File: config.mk
export PLATFORM = sky130hd
export DESIGN_NAME = feature_loader
export DESIGN_NICKNAME = d
export VERILOG_FILES = /design/src/rtl/feature_loader.sv
export SDC_FILE = /design/constraint.sdc
export NUM_CORES = 2
export LEC_CHECK = 0
export BUFFER_PORTS_ARGS = -buffer_cell sky130_fd_sc_hd__buf_2
export CAP_MARGIN = 20
export CORE_AREA = 3 3 458 460
export DETAILED_ROUTE_END_ITERATION = 16
export DIE_AREA = 0 0 461 463
export HOLD_SLACK_MARGIN = 0.12
export PLACE_DENSITY = 0.33
export SLEW_MARGIN = 20
export SYNTH_ARGS = -nofsm -noshare
export SYNTH_HDL_FRONTEND = slang
export SYNTH_SLANG_ARGS = --single-unit
File: constraint.sdc
create_clock -name system_clk -period 18.9 [get_ports system_clk]
set_input_delay 1.89 -clock system_clk [delete_from_list [all_inputs] [get_ports system_clk]]
set_output_delay 1.89 -clock system_clk [all_outputs]
set_load 0.03 [all_outputs]
File: src/rtl/feature_loader.sv
// Feature-map loader: reads a feature map from memory in bursts and streams
// 4-pixel x 8-channel words to one or two feature buffers. Optional macro: FEATURE_LOADER_PERF_CNT_EN.
module feature_loader #(
  parameter int FEATURE_WIDTH  = 16,
  parameter int MEM_DATA_WIDTH = 32 * FEATURE_WIDTH,
  parameter int ADDR_WIDTH     = 32,
  parameter int BURST_LEN      = 16
) (
  input  logic                      system_clk,
  input  logic                      rst,
  input  logic                      load_begin,
  output logic                      load_finish,
  output logic                      busy,
  input  logic [9:0]                row_size,
  input  logic [9:0]                col_size,
  input  logic                      feature_double_patch,
  input  logic [ADDR_WIDTH-1:0]     base_addr_1,
  input  logic [ADDR_WIDTH-1:0]     base_addr_2,
  output logic                      mem_rd_req_valid,
  input  logic                      mem_rd_req_ready,
  output logic [ADDR_WIDTH-1:0]     mem_rd_addr,
  output logic [6:0]                mem_rd_len,
  input  logic [MEM_DATA_WIDTH-1:0] mem_rd_data,
  input  logic                      mem_rd_data_valid,
  output logic                      mem_rd_data_ready,
  output logic [MEM_DATA_WIDTH-1:0] feature_data,
  output logic                      feature_buffer_1_valid,
  output logic                      feature_buffer_2_valid,
  input  logic                      feature_buffer_1_ready,
  input  logic                      feature_buffer_2_ready,
  output logic [31:0]               stall_cycles
);

  localparam logic [ADDR_WIDTH-1:0] WORD_BYTES = ADDR_WIDTH'(MEM_DATA_WIDTH / 8);

  typedef enum logic [1:0] {IDLE, REQ, DATA, FINISH} state_t;

  state_t                state;
  logic [17:0]           rem_1;
  logic [17:0]           rem_2;
  logic [ADDR_WIDTH-1:0] ptr_1;
  logic [ADDR_WIDTH-1:0] ptr_2;
  logic                  double_patch;
  logic                  cur_is_2;
  logic [6:0]            beat_cnt;

  logic [19:0]           pixel_count;
  logic [17:0]           total_words;
  logic                  target_ready;
  logic [17:0]           cur_rem;
  logic [6:0]            burst_len;
  logic [ADDR_WIDTH-1:0] burst_bytes;
  logic                  beat;

  // A partial last word is still fetched whole, hence the round-up.
  assign pixel_count  = 20'(row_size) * 20'(col_size);
  assign total_words  = 18'((pixel_count + 20'd3) >> 2);
  assign target_ready = cur_is_2 ? feature_buffer_2_ready : feature_buffer_1_ready;
  assign cur_rem      = cur_is_2 ? rem_2 : rem_1;
  assign burst_len    = (cur_rem >= 18'(BURST_LEN)) ? 7'(BURST_LEN) : cur_rem[6:0];
  assign burst_bytes  = ADDR_WIDTH'(mem_rd_len) * WORD_BYTES;
  assign beat         = mem_rd_data_valid && mem_rd_data_ready;

  always_ff @(posedge system_clk or posedge rst) begin
    if (rst) begin
      state                  <= IDLE;
      rem_1                  <= '0;
      rem_2                  <= '0;
      ptr_1                  <= '0;
      ptr_2                  <= '0;
      double_patch           <= 1'b0;
      cur_is_2               <= 1'b0;
      beat_cnt               <= '0;
      load_finish            <= 1'b0;
      busy                   <= 1'b0;
      mem_rd_req_valid       <= 1'b0;
      mem_rd_addr            <= '0;
      mem_rd_len             <= '0;
      mem_rd_data_ready      <= 1'b0;
      feature_data           <= '0;
      feature_buffer_1_valid <= 1'b0;
      feature_buffer_2_valid <= 1'b0;
    end else begin
      feature_buffer_1_valid <= 1'b0;
      feature_buffer_2_valid <= 1'b0;
      load_finish            <= 1'b0;
      case (state)
        IDLE: begin
          if (load_begin) begin
            double_patch <= feature_double_patch;
            rem_1        <= total_words;
            rem_2        <= total_words;
            ptr_1        <= base_addr_1;
            ptr_2        <= base_addr_2;
            cur_is_2     <= 1'b0;
            busy         <= 1'b1;
            state        <= (total_words == '0) ? FINISH : REQ;
          end
        end
        REQ: begin
          // Once raised, the request is held even if the buffer ready drops.
          if (!mem_rd_req_valid) begin
            if (target_ready) begin
              mem_rd_req_valid <= 1'b1;
              mem_rd_addr      <= cur_is_2 ? ptr_2 : ptr_1;
              mem_rd_len       <= burst_len;
            end
          end else if (mem_rd_req_ready) begin
            mem_rd_req_valid <= 1'b0;
            if (cur_is_2) begin
              ptr_2 <= ptr_2 + burst_bytes;
              rem_2 <= rem_2 - 18'(mem_rd_len);
            end else begin
              ptr_1 <= ptr_1 + burst_bytes;
              rem_1 <= rem_1 - 18'(mem_rd_len);
            end
            beat_cnt          <= mem_rd_len;
            mem_rd_data_ready <= 1'b1;
            state             <= DATA;
          end
        end
        DATA: begin
          if (beat) begin
            feature_data           <= mem_rd_data;
            feature_buffer_1_valid <= !cur_is_2;
            feature_buffer_2_valid <= cur_is_2;
            beat_cnt               <= beat_cnt - 7'd1;
            if (beat_cnt == 7'd1) begin
              mem_rd_data_ready <= 1'b0;
              // Patches have equal word counts, so patch 1's counter decides completion.
              if (double_patch && !cur_is_2) begin
                cur_is_2 <= 1'b1;
                state    <= REQ;
              end else begin
                cur_is_2 <= 1'b0;
                state    <= (rem_1 != '0) ? REQ : FINISH;
              end
            end
          end
        end
        FINISH: begin
          load_finish <= 1'b1;
          busy        <= 1'b0;
          state       <= IDLE;
        end
        default: state <= IDLE;
      endcase
    end
  end

`ifdef FEATURE_LOADER_PERF_CNT_EN
  logic stall;

  // A stall is a REQ cycle lost to the buffer or the memory port, not to our own request latency.
  assign stall = (state == REQ) && !(mem_rd_req_valid && mem_rd_req_ready) &&
                 (!target_ready || !mem_rd_req_ready);

  always_ff @(posedge system_clk or posedge rst) begin
    if (rst) begin
      stall_cycles <= '0;
    end else if (state == IDLE && load_begin) begin
      stall_cycles <= '0;
    end else if (stall && stall_cycles != 32'hFFFF_FFFF) begin
      stall_cycles <= stall_cycles + 32'd1;
    end
  end
`else
  assign stall_cycles = '0;
`endif

endmodule

After elaboration in Yosys (flattened, before gate mapping)
Index checks and enable logic that the tools add are counted.
Word-level totals
  bits in registers: 668
  input port bits: 604
  output and inout bits: 589
Cells by class
  add/subtract/negate cells: 6
  multiply operators: 1
  $lt $le $gt $ge: 1
  equality and inequality tests: 11
  muxes and demuxes: 56
  bitwise logic cells: 1
  reductions and logical operators: 20
Operators by type and width (count)
  $mux W32: 9
  $mux W18: 8
  $pmux W32 S2: 2
  $pmux W18 S2: 2
  $add A32 B13 Y32: 2
  $sub A18 B7 Y18: 2
  $mux W7: 4
  $add A20 B2 Y20 const B: 1
  $mul A10 B10 Y20: 1
  $reduce_and A5 Y1: 4
  $ge A18 B5 Y1 const B: 1
  $logic_not A18 Y1: 1
  $mux W1: 18
  $reduce_bool A18 Y1: 1
  $mux W2: 8
  $ne A2 B2 Y1 const B: 7
  $pmux W7 S2: 1
  $pmux W2 S4: 1
  $reduce_and A4 Y1: 2
  $reduce_bool A2 Y1: 4
  $eq A7 B1 Y1 const B: 1
  $sub A7 B1 Y7 const B: 1
  $pmux W1 S2: 3
  $reduce_and A2 Y1: 3
  other kinds (7): 9

Logic depth before layout (Yosys ltp)
  word-level depth: 6
  gate-level depth with buffers: 21

Worst setup path before layout
No wires, ideal clock.
  kind: input-to-reg
  start: input col_size[3]
  end: register state[1]
  setup time: 0.066 ns
  arrival: 6.937 ns
  data required time: 18.834 ns
  slack: 11.897 ns
  stages: 21
  path buffers: 1
  cell sequence: clkbuf_1 -> nand2_1 -> fa_1 -> inv_1 -> fa_1 -> inv_1 -> fa_1 -> inv_1 -> fa_1 -> inv_1 -> fa_1 -> inv_1 -> ha_1 -> a21oi_1 -> o21ai_0 -> a41o_1 -> nor3_1 -> nor2_1 -> or4_1 -> nor4_2 -> a31o_1
Between the ends
  word-level cells in the longest chain between the ends: 6
RTL lines
  start, declared: RTL line 15  | input logic [9:0] col_size,
  $mul A10 B10 Y20: RTL line 56  | assign pixel_count = 20'(row_size) * 20'(col_size);
  $add A20 B2 Y20: RTL line 57  | assign total_words = 18'((pixel_count + 20'd3) >> 2);
  $logic_not A18 Y1: RTL line 97  | state <= (total_words == '0) ? FINISH : REQ;
  $mux W2: RTL line 97
  $mux W2: RTL line 89  | if (load_begin) begin
  $pmux W2 S4: RTL line 87  | case (state)
  end signal, assigned: RTL line 97
  end signal, assigned: RTL line 136  | state <= (rem_1 != '0) ? REQ : FINISH;
  end, declared: RTL line 38  | state_t state;
Every way passes these cells. The select of a mux whose other input is x is not followed.
A chain may end at the register's enable or synchronous reset.

Worst setup path after layout
Ends and elaborated chain as after synthesis.

==> metrics list <==
* Run status: finished clean
* Count of H-tree levels built during CTS: 3
* Final Routed Wirelength: 182,900 um
- Synthesis produced 3,681 cells.
* R2R setup slack: 14.29 ns
- CP Buf/Inv Count: 6
* I/O Pins: 1,193
- Detailed placer's ending HPWL: 146,900 um
- Power spread over the standard cell area amounts to 182.1 mW/mm^2.
- In this run the worst setup path begins at col_size[3].
- ANT nets after route: 0
- Proportion of layout cells with a drive suffix above 1: 28.33%
- Yosys mapped the design onto 79 distinct sky130hd cell types.
- RSZ-0062 raised after global routing: false
- Seq. cell area: 0.01672 sq mm
- In this run the tool buffered the top-level ports with 1,160 buffer cells.
* Number of standard cells in the layout, taps in and fillers out: 7,584
- The worst hold path passes through 2 cells.
- The internal power of the cells totals 4.149 mW.
- The tree is rooted in a clkbuf_16.
- The number of antenna violations at the first check in global routing is 106.
* Clock group share of total power: 22.5%
* Total number of cells along the worst setup path: 21
* Launching point of the worst reg2reg path: state[1]$_DFFE_PP0P_
- Cell Chain, Critical Path: buf_2 -> nand2_1 -> fa_1 -> inv_1 -> fa_1 -> inv_1 -> fa_1 -> inv_1 -> fa_1 -> inv_1 -> fa_1 -> inv_1 -> ha_1 -> nand3_1 -> nor3_1 -> and3b_2 -> o21a_1 -> nor2_1 -> or4_1 -> nor4_2 -> a31o_1
* Fraction of the yosys area taken by sequential cells: 52.37%
* Worst r2r path cells: 7
- After synthesis, the largest area contributor takes up 52.37% of total cell area.
- Starting density of the core: 15.46%
- Max VDD drop: 0.06786 mV
* Max-cap violations: 0
* Setup Buffers After CTS: 0
- Pins Over Slew Limit: 0
* Worst path setup slack after routing: 12.28 ns
* Number of hold buffers added after CTS: 0
- Via total after detailed routing: 29,950
* Clock transition at the register clock pins on the worst setup and hold paths after CTS: 0.06 ns
* Global-route usage over all layers: 16.53%
- Vias per Instance: 3.949
* Via count of the first global-routing pass: 29,910
- Max Fanout on Critical Path: 10
- Proportion of total power due to net switching: 47.99%
- Minimum setup slack after placement: 11.58 ns
* Worst endpoint data arrival time: 7.25 ns
- TritonCTS built the clock tree.
- Kind of capture point of the worst setup path: register
* Switching power: 3.828 mW
- For this design, the sink count on the clock tree is 668.
- Post-synthesis sequential element count: 668
* Largest incremental delay on the critical path: 0.54 ns
- Core ar.: 0.2064 sq mm
* Transition time at the pin with the least slew margin: 1.203 ns
- Of the total power, combinational logic draws 47.1%.
- On the final layout, the worst clock skew is 0.02547 ns.
* Async set or reset register ratio after synthesis: 100.0%
- The synthesized design contains 0 enable-type register cells.
- The first global-routing pass estimated 249,500 um of wire.
* Prevailing post-synth register cell: dfrtp_1
- Of the total power, registers draw 30.4%.
- Compared with the post-synthesis result, the final layout area differs by 37.20%.
* Capture point of the critical path: state[1]$_DFFE_PP0P_
* Synthesized area divided by synthesized cell count: 8.671 sq um
* Top achievable clock speed: 151.2 MHz
* Clk Latency, worst-skew pair: 0.71 ns
* Wirelength per Cell: 24.12 um
- The final layout contains 5,536 nets.
* Row cnt: 167
- Die boundary width: 461 um
- Once placement completed, the tool counted placed cells totaling 7,389.
- Gates resized during post-CTS repair numbered 0.
- The congestion estimate from routability-driven global placement came to 0.9706.
* Static Leak: 23.51 nW
- Startpoint types: input port
* Top post-synthesis cells by area: dfrtp_1, nand2_1, fa_1
- The die is 463 um tall.
- Measured against its own limit, the worst slew margin works out to 19.80%.
- The hold violation count in the final report came to 0.
- The worst setup path is of the in2reg kind.
- The Yosys step of the flow raised 0 warnings.
* Post-route clock period utilization: 35.00%
* Finish-stage setup viols: 0
* Die area: 0.2134 sq mm
- Maximum number of pins on one net before global-route repair: 196
- Global route total overflow: 0
- Setup total negative slack on the finished layout was measured at 0 ns.
- After the first detailed-routing iteration, the DRC count stood at 2,099.
- For the worst setup path, the data required time is 19.53 ns.
- Cell area after synthesis: 0.03192 sq mm
- The first TritonRoute pass finished after 5 iterations.
- Grouping stages by cell kind, the critical path spends the most delay in adder cells.
* Destination of the worst register-to-register timing path: feature_data[453]$_DFFE_PP0P_
- The largest individual stage delay along the critical path comes from the cell fa_1.
- In the final layout, the multi-input gates occupy 0.01395 sq mm.
- No sink is reached through more buffers than the 3 on the longest clock path.
* Worst min-delay path category: reg2reg
- Detailed-route DRC error count: 0
- Crit path time final: 6.616 ns
* Filler cell count in the final layout: 23,270
- The synthesized design spends more area on one cell type than any other, namely dfrtp_1.
- Number of buffers added by the clock tree synthesis step: 93
[synthesized netlist by cell type (13+ instances only)]
cell / instances
nand2_1: 1705
dfrtp_1: 668
clkbuf_1: 182
a21oi_1: 134
inv_1: 121
nor2_1: 120
o21ai_0: 88
ha_1: 85
and2_1: 68
fa_1: 67
nor3_1: 41
mux2i_1: 38
nand3_1: 33
buf_4: 32
o22ai_1: 21
a31oi_1: 17
and3_1: 17
a2bb2oi_1: 16
nor2b_1: 13
xnor2_1: 13
[power by group through the flow]
stage                     clock, mW  sequential [mW]  combinational [mW]
after floorplan                   0             3.34                1.41
after global placement            0             2.44                3.83
after detailed placement          0             2.44                3.82
after CTS                      1.87             2.42                3.83
after global routing           1.92             2.50                4.09
final                          1.80             2.42                3.75
[sequential cells by signal (all words and copies together) (netlist names)]
register,cells
mem_rd_req_valid,1
ptr_1,32
rem_2,18
load_finish,1
mem_rd_len,7
feature_data,512
cur_is_2,1
ptr_2,32
double_patch,1
rem_1,18
busy,1
state,2
mem_rd_data_ready,1
beat_cnt,7
feature_buffer_2_valid,1
feature_buffer_1_valid,1
mem_rd_addr,32
[layout make-up]
| class | instances | area share, % |
|---|---|---|
| multi-input combinational | 2698 | 31.84 |
| timing repair buffer | 1198 | 13.99 |
| clock inverter | 23 | 0.6942 |
| inverter | 121 | 1.046 |
| sequential | 668 | 38.17 |
| tap | 2704 | 7.725 |
| antenna | 30 | 0.1714 |
| clock buffer | 142 | 6.354 |
[through the flow]
step	power (mW)	instance area (sq um)	util, %	hold slack (ns)
after CTS	8.126	43720	21.18	0.4698
after global routing	8.503	43750	21.19	0.4794
final	7.977	43790	21.21	0.4671
after detailed placement	6.259	40630	19.68	0.4564
after floorplan	4.749	32040	-	0.4450
after global placement	6.262	40630	19.68	0.4519
[worst min path at each step]
| stage | end | start |
|---|---|---|
| after floorplan | ptr_1[0]$_DFFE_PP0P_ | ptr_1[0]$_DFFE_PP0P_ |
| after global placement | feature_data[284]$_DFFE_PP0P_ | feature_data[284]$_DFFE_PP0P_ |
| after detailed placement | feature_data[28]$_DFFE_PP0P_ | feature_data[28]$_DFFE_PP0P_ |
| after CTS | feature_data[28]$_DFFE_PP0P_ | feature_data[28]$_DFFE_PP0P_ |
| after global routing | feature_data[34]$_DFFE_PP0P_ | feature_data[34]$_DFFE_PP0P_ |
| final | feature_data[28]$_DFFE_PP0P_ | feature_data[28]$_DFFE_PP0P_ |
[routing by layer]
layer / track usage (%) / wire (um) / vias to the layer above
met5: 0 / 393 / -
met4: 4.050 / 4976 / 64
met3: 4.782 / 13560 / 274
met2: 28.84 / 89870 / 1049
met1: 19.80 / 74120 / 14550
li1: - / - / 14010
[placed cells by master (no fill, tap or decap), drive strengths merged, types with 13 or more instances in the layout]
cell,instances
a2bb2oi,16
clkbuf,142
ha,85
clkinv,16
a31oi,17
buf,1198
dfrtp,668
nor2,120
a21oi,135
o211ai,13
inv,123
nor3,41
o22ai,21
conb,32
mux2i,38
and3,18
nor2b,13
diode,30
xnor2,13
fa,67
nand3,33
nand2,1705
o21ai,88
and2,69
[worst min-delay path, cell delays in order (launching register included)]
cell and delay (ns):
dfrtp_1 0.33, nand2_1 0.05, nand2_1 0.06
[kinds of logic (layout without fill, tap and decap cells)]
kind of cell / after synthesis / count (layout) / share of synthesized area (%)
AO/OA/AOI/OAI: 399 / 399 / 7.985
AND/OR/NAND/NOR: 2054 / 2054 / 25.82
XOR/XNOR: 23 / 23 / 0.6311
multiplexers: 38 / 38 / 1.192
other: 1 / 62 / 0.01175
adder cells (fa/ha/maj): 152 / 152 / 7.534
flip-flops: 668 / 668 / 52.37
buffers and inverters: 346 / 1484 / 4.453
Power figures use the tool's default switching activity.
